**src/rtl/execute_stage.sv**
```systemverilog
// execute_stage: ID/EX register, ALU/flags/forwarding/stack/jump execution unit, EX/MEM register.
module execute_stage (
   input  logic        clk,
   input  logic        rst,
   input  logic [90:0] id_ex_in,
   input  logic [15:0] immediate,
   input  logic [2:0]  flags,
   input  logic [2:0]  flags_from_memory,
   input  logic [15:0] input_port,
   input  logic [31:0] stack_pointer,
   input  logic [1:0]  fwd_sel,
   input  logic [15:0] fwd_data1,
   input  logic [15:0] fwd_data2,
   output logic [75:0] ex_mem_out,
   output logic [31:0] stack_pointer_out,
   output logic        taken_jump,
   output logic        to_pc_selector
);
   logic [90:0] q;
   logic [75:0] ex_d;
   logic        ior, iow, ops, alu, mr, mw, wb, jmp, sp, spop, jwsp, imm, spc, sfl;
   logic [2:0]  alu_op, wba, src_unused;
   logic [1:0]  fd, fgs;
   logic [15:0] d1, d2, a, b, r;
   logic [31:0] pc, data, addr, step;
   logic [16:0] sum;
   logic [2:0]  ff;
   logic        cf, cond;

   always_ff @(posedge clk) begin
      q          <= rst ? '0 : id_ex_in;
      ex_mem_out <= rst ? '0 : ex_d;
   end

   assign {sfl, spc, imm, src_unused, jwsp, pc, fgs, spop, sp, jmp, wb, mw, mr, wba, d2, d1, fd, alu, alu_op, ops, iow, ior} = q;

   assign a = fwd_sel[0] ? fwd_data1 : d1;
   assign b = fwd_sel[1] ? fwd_data2 : imm ? immediate : d2;

   // 17-bit datapath: bit 16 is carry for add/inc and borrow for sub/dec
   always_comb begin
      sum = '0;
      cf  = flags[1];
      case (alu_op)
         3'd0: begin sum = {1'b0, a} + {1'b0, b}; cf = sum[16]; end
         3'd1: begin sum = {1'b0, a} - {1'b0, b}; cf = sum[16]; end
         3'd2: sum = {1'b0, a & b};
         3'd3: sum = {1'b0, a | b};
         3'd4: sum = {1'b0, ~a};
         3'd5: begin sum = {1'b0, a} + 17'd1; cf = sum[16]; end
         3'd6: begin sum = {1'b0, a} - 17'd1; cf = sum[16]; end
         default: sum = {1'b0, b};
      endcase
   end

   assign r = alu ? sum[15:0] : ior ? input_port : fd == 2'b10 ? b : (fd == 2'b01 || iow || ops) ? a : '0;

   assign ff = (sp && spop && sfl) ? flags_from_memory :
               alu ? {r[15], cf, ~|r} :
               {flags[2], fgs == 2'b01 ? 1'b1 : fgs == 2'b10 ? 1'b0 : flags[1], flags[0]};

   assign data = jmp ? {16'b0, a} :
                 (sp && !spop && spc) ? pc :
                 (!sp && (mr || mw)) ? {16'b0, b} : {16'b0, r};

   assign step              = spc ? 32'd2 : 32'd1;
   assign stack_pointer_out = !sp ? stack_pointer : spop ? stack_pointer + step : stack_pointer - step;
   assign addr              = sp ? (spop ? stack_pointer + 32'd1 : stack_pointer) : (mr || mw) ? {16'b0, a} : '0;

   assign cond           = fd == 2'b00 ? 1'b1 : fd == 2'b01 ? flags[0] : fd == 2'b10 ? flags[2] : flags[1];
   assign taken_jump     = jmp & cond;
   assign to_pc_selector = taken_jump;

   assign ex_d = {ff, sfl, spc, jwsp, addr, wb, mw, mr, wba, data};
endmodule

```
**config.mk**
```make
export PLATFORM = sky130hd
export DESIGN_NAME = execute_stage
export DESIGN_NICKNAME = d
export VERILOG_FILES = /design/src/rtl/execute_stage.sv
export SDC_FILE = /design/constraint.sdc
export NUM_CORES = 1
export LEC_CHECK = 0
export CAP_MARGIN = 10
export CORE_MARGIN = 2
export CORE_UTILIZATION = 35
export DETAILED_ROUTE_END_ITERATION = 10
export PLACE_DENSITY = 0.59
export SKIP_CTS_REPAIR_TIMING = 1
export SLEW_MARGIN = 20
export SYNTH_ARGS = -nofsm -noshare
export SYNTH_HDL_FRONTEND = slang
export SYNTH_SLANG_ARGS = --single-unit
```
**constraint.sdc**
```tcl
create_clock -name clk -period 7 [get_ports clk]
set_clock_uncertainty 0.1 [all_clocks]
set_input_delay 1.75 -clock clk [delete_from_list [all_inputs] [get_ports clk]]
set_output_delay 1.75 -clock clk [all_outputs]
set_load 0.03 [all_outputs]
```
==> reports/metrics.csv, run 1 <==
stage,metric,value,unit
place,dpl_cell_area,15700,sq um
logic_synthesis,yosysUniqueCellTypes,78,
floorplan,rows,67,
floorplan,fp.dieW,188,microns
logic_synthesis,ys_seq_area_share,27.9,%
setup_path,critPathArrivalTime,5070,ps
cts,h-tree-depth,4,
setup_path,critical_path_class,primary input to primary output,
setup_path,rrSetupSlack,2130,ps
global_routing,grt_max_degree,70,
setup_path,cp-end-kind,primary output,
global_routing,grt_pass1_vias,12500,
floorplan,dieHeight,188,microns
floorplan,die_area,35200,sq um
timing,finalCritPeriodShare,98.8,%
cts,clk_pin_slew_worst_paths,80,ps
drt,drcViolationCount,0,
setup_path,r2r_cells,16,
setup_path,worstPathCellList,clkdlybuf4s50_1 -> ha_4 -> a41o_1 -> a221o_1 -> a221o_1 -> a211o_1 -> a21oi_2 -> o21ai_1 -> o21ai_1 -> a21oi_1 -> a21oi_2 -> xnor2_1 -> mux2_2 -> buf_4,
status,status,completed,
min_path,worstHoldPathCells,1,
layout,areaGrowthSynthToFinish,39.9,%
power_and_ir_drop,p_clk_share,31.9,%
place,post-dp-hpwl,37300,microns
power_and_ir_drop,p_seq_share,32.3,%
logic_synthesis,yosysWarningCount,0,
global_routing,grtUsageTotal,26.8,%
cts,cts_buffer_depth,2,
logic_synthesis,yosysTopAreaCell,dfxtp_1,
floorplan,start_util,35.3,%
setup_path,critPathBufInv,2,
timing,finalCriticalPeriod,6920,ps
drt,via_per_inst,5.54,
setup_path,crit_slowest_cell,clkdlybuf4s50_1,
global_routing,grt_overflow,0,
cts,cts_root_buf,clkbuf_16,
logic_synthesis,yosys-top-cells-area,"dfxtp_1, ha_1, nor2b_1",
timing,max_freq,145,MHz
timing,slew_headroom,32.0,%
setup_path,required,5150,ps
power_and_ir_drop,p_switching,0.00112,W
layout,finalInstanceArea,16500,sq um
drt,totalWireLength,48100,microns
drt,dr.pass1.iters,5,
logic_synthesis,synth-edff-count,0,
logic_synthesis,synth_flop_cell,dfxtp_1,
job,cap_violations,0,
place,io_buffers,303,
min_path,hold_start,q[70],
cts,clock_sinks,164,
setup_path,worst_setup_path_start_kind,primary input,
timing,tightest_slew,1020,ps
power_and_ir_drop,p_leak,6.51,nW
power_and_ir_drop,finalPower,0.00312,W
logic_synthesis,syn_area,11800,sq um
min_path,hold_class,flip-flop to flip-flop,
logic_synthesis,synthCells,1500,
drt,wl_per_cell,20.9,microns
layout,layout.nets,2124,
power_and_ir_drop,pwr-share-comb,35.9,%
setup_path,slowest_delay,550,ps
drt,postRouteAntennaNets,0,
cts,cts_buffers,17,
power_and_ir_drop,internal_power,0.00199,W
setup_path,r2r-end,ex_mem_out[75],
power_and_ir_drop,power_density,189,nW/um^2
setup_path,critical-path-top-delay-family,compound AO/OA/AOI/OAI gates,
logic_synthesis,synth_seq_cells,164,
global_routing,antenna_found_initial,5,
layout,layout_commonest_cell,clkdlybuf4s50_1,
cts,worst_skew_pair.late_latency,440,ps
power_and_ir_drop,swShare,36.0,%
logic_synthesis,syn-num-nets,1785,
place,gp_congestion,0.955,
drt,num_vias,12700,
logic_synthesis,synthDominantCellAreaShare,27.9,%
power_and_ir_drop,vdd_drop_max,170,uV
min_path,holdPathEnd,ex_mem_out[18],
layout,instances_no_fill,2302,
logic_synthesis,synthArstFlopShare,0,%
timing,hold_violations,0,
global_routing,grt_first_pass_wirelength,72400,microns
timing,slew_viol_final,0,
setup_path,timing.rr.start,q[88],
place,placed_cells,2266,
setup_path,cp_max_fo,4,
floorplan,core_area,33400,sq um
timing,setup_viol,0,
drt,first_iter_violations,1039,
logic_synthesis,synth.avg_cell_area,7.86,sq um
layout,layout_common_cells,"clkdlybuf4s50_1, dfxtp_1, nor2_1",
layout,layout-drive-gt1-share,11.1,%
cts,cts_tree,done,
floorplan,io_pins,307,
## cells by family (layout without fill, tap and decap cells)
family,count (synthesis),count (layout),synth area share [%]
buf+inv,149,501,5.09
simple gates,560,560,23.9
fa+ha+maj,89,89,9.62
other cells,0,2,0
mux,58,58,5.29
xor+xnor,78,78,5.80
flops,164,164,27.9
compound gates,402,402,22.5
## cell type report
type | count | area [sq um]
fill | 3311 | 16900
sequential | 164 | 3290
clock inverter | 15 | 203
inverter | 69 | 259
tap | 448 | 561
multi-input combinational | 1187 | 8000
timing repair buffer | 400 | 3750
clock buffer | 17 | 425
antenna | 2 | 5.00
## power by group through the flow
stage | logic (W) | clock network, W | registers [W]
after floorplan | 0.000595 | 0 | 0.00106
after global placement | 0.00108 | 0 | 0.00103
after detailed placement | 0.00108 | 0 | 0.00103
after CTS | 0.00109 | 0.00102 | 0.00101
after global routing | 0.00120 | 0.00106 | 0.00101
final | 0.00112 | 0.000993 | 0.00101
## metrics by stage
step,hold slack (ps),worst slack [ps],util [%],TNS [ps]
after detailed placement,313,-348,47.2,-806
after global placement,306,-324,47.2,-740
after floorplan,306,578,-,0
after global routing,346,-23.1,49.4,-23.1
final,329,81.3,49.4,0
after CTS,330,-366,49.1,-884
## registers in the layout (all words and copies together), names as in the netlist
name	cells
q	88
ex_mem_out	76
## worst reg2reg max path, delay by kind of cell (launching register included)
family | cells | cell delay [ps]
and+or+nand+nor | 3 | 340
DFF | 1 | 320
adders and majority gates | 1 | 510
xor gates and xnor gates | 1 | 150
AOI/OAI and AO/OA | 8 | 2770
buffers and inverters | 2 | 480
muxes | 1 | 120
## metal layers
layer,track usage [%],part of all wire (%),routed length [microns]
met5,0,0.052,25
met4,11.9,4.7,2290
met3,7.24,8.6,4150
met2,44.9,47,22600
met1,32.1,40,19000
## how the worst max path moves through the flow
stage | slack [ps] | cells after the start | from | to
final | 80 | 14 | stack_pointer[6] | stack_pointer_out[19]
after global routing | -20 | 14 | stack_pointer[6] | stack_pointer_out[19]
after CTS | -370 | 16 | stack_pointer[0] | stack_pointer_out[28]
after detailed placement | -350 | 16 | stack_pointer[0] | stack_pointer_out[28]
after global placement | -320 | 16 | stack_pointer[0] | stack_pointer_out[28]
after floorplan | 580 | 13 | stack_pointer[0] | stack_pointer_out[30]
## cells in the mapped netlist (9+ instances only)
cell type and instances:
nor3_1 39, o21a_1 10, inv_1 65, xor2_1 22, a22oi_1 21, clkbuf_1 60
nor2_1 154, ha_1 85, a31oi_1 20, o211ai_1 10, and2_1 19, o21ai_1 11
or3_1 10, nand2_1 100, o21ai_0 68, nand4_1 19, o22ai_1 14, a21oi_1 107
mux2i_1 33, nand3_1 47, nand2b_1 15, a221oi_1 10, a311oi_1 9, xnor2_1 56
a21o_1 11, and3_1 10, nor4_1 11, dfxtp_1 164, mux2_2 24, a211oi_1 29
nor2b_1 107
No activity file was read; power rests on OpenSTA's default activity.
==> inputs of run 2 (changes only) <==
SETUP_SLACK_MARGIN = 0.05   (was not set)
clock period = 6.46 ns   (was 7 ns; I/O delays follow)
==> run 2 against run 1 <==
  * Via count is essentially flat
  * Global-route usage about the same
  * Combinational power is 14% higher
  * Sequential cell count stayed put
  * Die area did not move
  * Final area is 3.2% higher
  * Final cell count increased by 1.9%
  * First-iteration DRC count down 6.2%
  * Critical path depth rose by 2
  * Sequential share of layout area is 0.62 points lower
  * Wire length is 2.0% higher
  * Critical path type unchanged
  * Largest cell class unchanged
  * Highest routed layer unchanged
==> reports/metrics.csv, run 2 (synthesized netlist as in run 1, its figures left out) <==
stage,metric,value,unit
status,status,completed,
setup_path,startpoint,stack_pointer[0],
drt,postRouteAntennaNets,0,
power_and_ir_drop,vdd_drop_max,129,uV
drt,totalWireLength,49100,microns
power_and_ir_drop,p_clk_share,30.8,%
timing,max_freq,156,MHz
layout,finalInstanceArea,17000,sq um
setup_path,required,4740,ps
setup_path,critPathArrivalTime,4700,ps
job,cap_violations,0,
power_and_ir_drop,p_switching,0.00123,W
drt,drcViolationCount,0,
drt,via_per_inst,5.43,
setup_path,crit_slowest_cell,fa_2,
drt,wl_per_cell,20.9,microns
timing,finalCriticalPeriod,6420,ps
min_path,hold_class,flip-flop to flip-flop,
power_and_ir_drop,p_seq_share,31.8,%
floorplan,core_area,33400,sq um
layout,instances_no_fill,2345,
timing,hold_violations,0,
floorplan,die_area,35200,sq um
global_routing,grt_overflow,0,
setup_path,crit_path_end,stack_pointer_out[28],
power_and_ir_drop,swShare,35.8,%
floorplan,fp.dieW,188,microns
cts,h-tree-depth,4,
timing,tightest_slew,1130,ps
setup_path,worst_setup_path_start_kind,primary input,
setup_path,path_common_cell,a21boi_2,
drt,first_iter_violations,975,
power_and_ir_drop,internal_power,0.00220,W
setup_path,crit_cells,16,
setup_path,worstPathCellList,buf_8 -> ha_4 -> fa_2 -> a211oi_4 -> nor2_4 -> o31ai_4 -> a21oi_2 -> o21ai_2 -> a21boi_2 -> o2111ai_1 -> buf_4 -> a21boi_2 -> o21a_1 -> or3_1 -> a31o_2 -> buf_6,
setup_path,r2r_cells,16,
global_routing,antenna_found_initial,4,
setup_path,cp_max_fo,3,
place,gp_congestion,0.950,
floorplan,io_pins,307,
floorplan,rows,67,
setup_path,cp-end-kind,primary output,
cts,cts_buffers,17,
setup_path,timing.rr.start,q[88],
setup_path,r2r-end,ex_mem_out[75],
timing,setup_viol,0,
place,placed_cells,2304,
setup_path,slowest_delay,390,ps
place,post-dp-hpwl,38300,microns
cts,clk_pin_slew_worst_paths,70,ps
drt,dr.pass1.iters,8,
timing,finalCritPeriodShare,99.4,%
setup_path,rrSetupSlack,1730,ps
timing,slew_headroom,23.6,%
cts,cts_tree,done,
drt,num_vias,12700,
layout,layout-drive-gt1-share,14.8,%
cts,cts_buffer_depth,2,
setup_path,critical-path-top-delay-family,compound AO/OA/AOI/OAI gates,
cts,cts_root_buf,clkbuf_16,
floorplan,dieHeight,188,microns
floorplan,start_util,35.3,%
timing,rsz0062_at_grt,yes,
layout,areaGrowthSynthToFinish,44.4,%
setup_path,critPathBufInv,3,
cts,clock_sinks,164,
layout,layout_commonest_cell,clkdlybuf4s50_1,
power_and_ir_drop,power_density,201,nW/um^2
timing,slew_viol_final,0,
global_routing,grt_first_pass_wirelength,72200,microns
layout,layout.nets,2167,
setup_path,critical_path_class,primary input to primary output,
place,dpl_cell_area,16100,sq um
layout,layout_common_cells,"clkdlybuf4s50_1, dfxtp_1, buf_4",
global_routing,grt_pass1_vias,12500,
cts,worst_skew_pair.late_latency,440,ps
place,io_buffers,303,
global_routing,grt_max_degree,78,
power_and_ir_drop,p_leak,6.83,nW
layout,reg_top3,"q (88), ex_mem_out (76)",
layout,regMostFlops,q,
global_routing,grtUsageTotal,26.8,%
layout,largest_register_ffs,88,
power_and_ir_drop,pwr-share-comb,37.3,%
[run 2: layer usage]
metal	up-vias	part of all wire (%)	routed length, microns	track usage, %
li1	6123	-	-	-
met1	6011	39	19200	30.9
met2	506	48	23600	46.5
met3	100	9.0	4440	8.03
met4	4	3.8	1870	10.4
met5	-	0.043	21	0
[run 2: per-stage QoR]
stage	power [W]	hold slack [ps]	setup TNS (ps)	setup slack (ps)	utilization (%)
floorplan	0.00179	306	0	308	-
global placement	0.00233	307	-3190	-606	48.1
detailed placement	0.00233	311	-3780	-669	48.1
CTS	0.00340	330	-4040	-688	50.0
global route	0.00358	336	-60.6	-60.6	51.0
finish	0.00343	327	0	40.7	51.0
[run 2: how the worst min path moves through the flow]
stage | slack, ps | cells after the start | startpoint | endpoint
2_1_floorplan | 310 | 1 | q[68] | ex_mem_out[16]
3_3_place_gp | 310 | 1 | q[71] | ex_mem_out[19]
3_5_place_dp | 310 | 1 | q[68] | ex_mem_out[16]
4_1_cts | 330 | 1 | q[68] | ex_mem_out[16]
5_1_grt | 340 | 1 | q[68] | ex_mem_out[16]
6_report | 330 | 1 | q[68] | ex_mem_out[16]
[run 2: layout make-up]
| type | instances | area [sq um] |
|---|---|---|
| fill | 3315 | 16300 |
| multi-input combinational | 1187 | 8160 |
| timing repair buffer | 443 | 4130 |
| sequential | 164 | 3290 |
| tap | 448 | 561 |
| clock buffer | 17 | 425 |
| inverter | 69 | 259 |
| clock inverter | 15 | 190 |
| antenna | 2 | 5.00 |
[run 2: worst reg2reg max path, stage by stage (launching register included)]
cell and delay (ps):
dfxtp_1 320, buf_4 280, mux2i_1 120, o21ai_0 450, inv_1 210, ha_1 380
nand2b_1 120, o311ai_1 180, a2111o_1 460, a41oi_1 370, nor3_1 110, o31ai_1 420
o311a_1 270, xor2_1 140, nand2_1 60, a221o_1 400, a211oi_1 240
[run 2: power by group through the flow]
stage          combinational (W)  sequential, W  clock (W)
6_report                 0.00128        0.00109    0.00106
5_1_grt                  0.00137        0.00110    0.00112
4_1_cts                  0.00123        0.00109    0.00108
3_5_place_dp             0.00122        0.00111          0
3_3_place_gp             0.00121        0.00111          0
2_1_floorplan           0.000644        0.00115          0
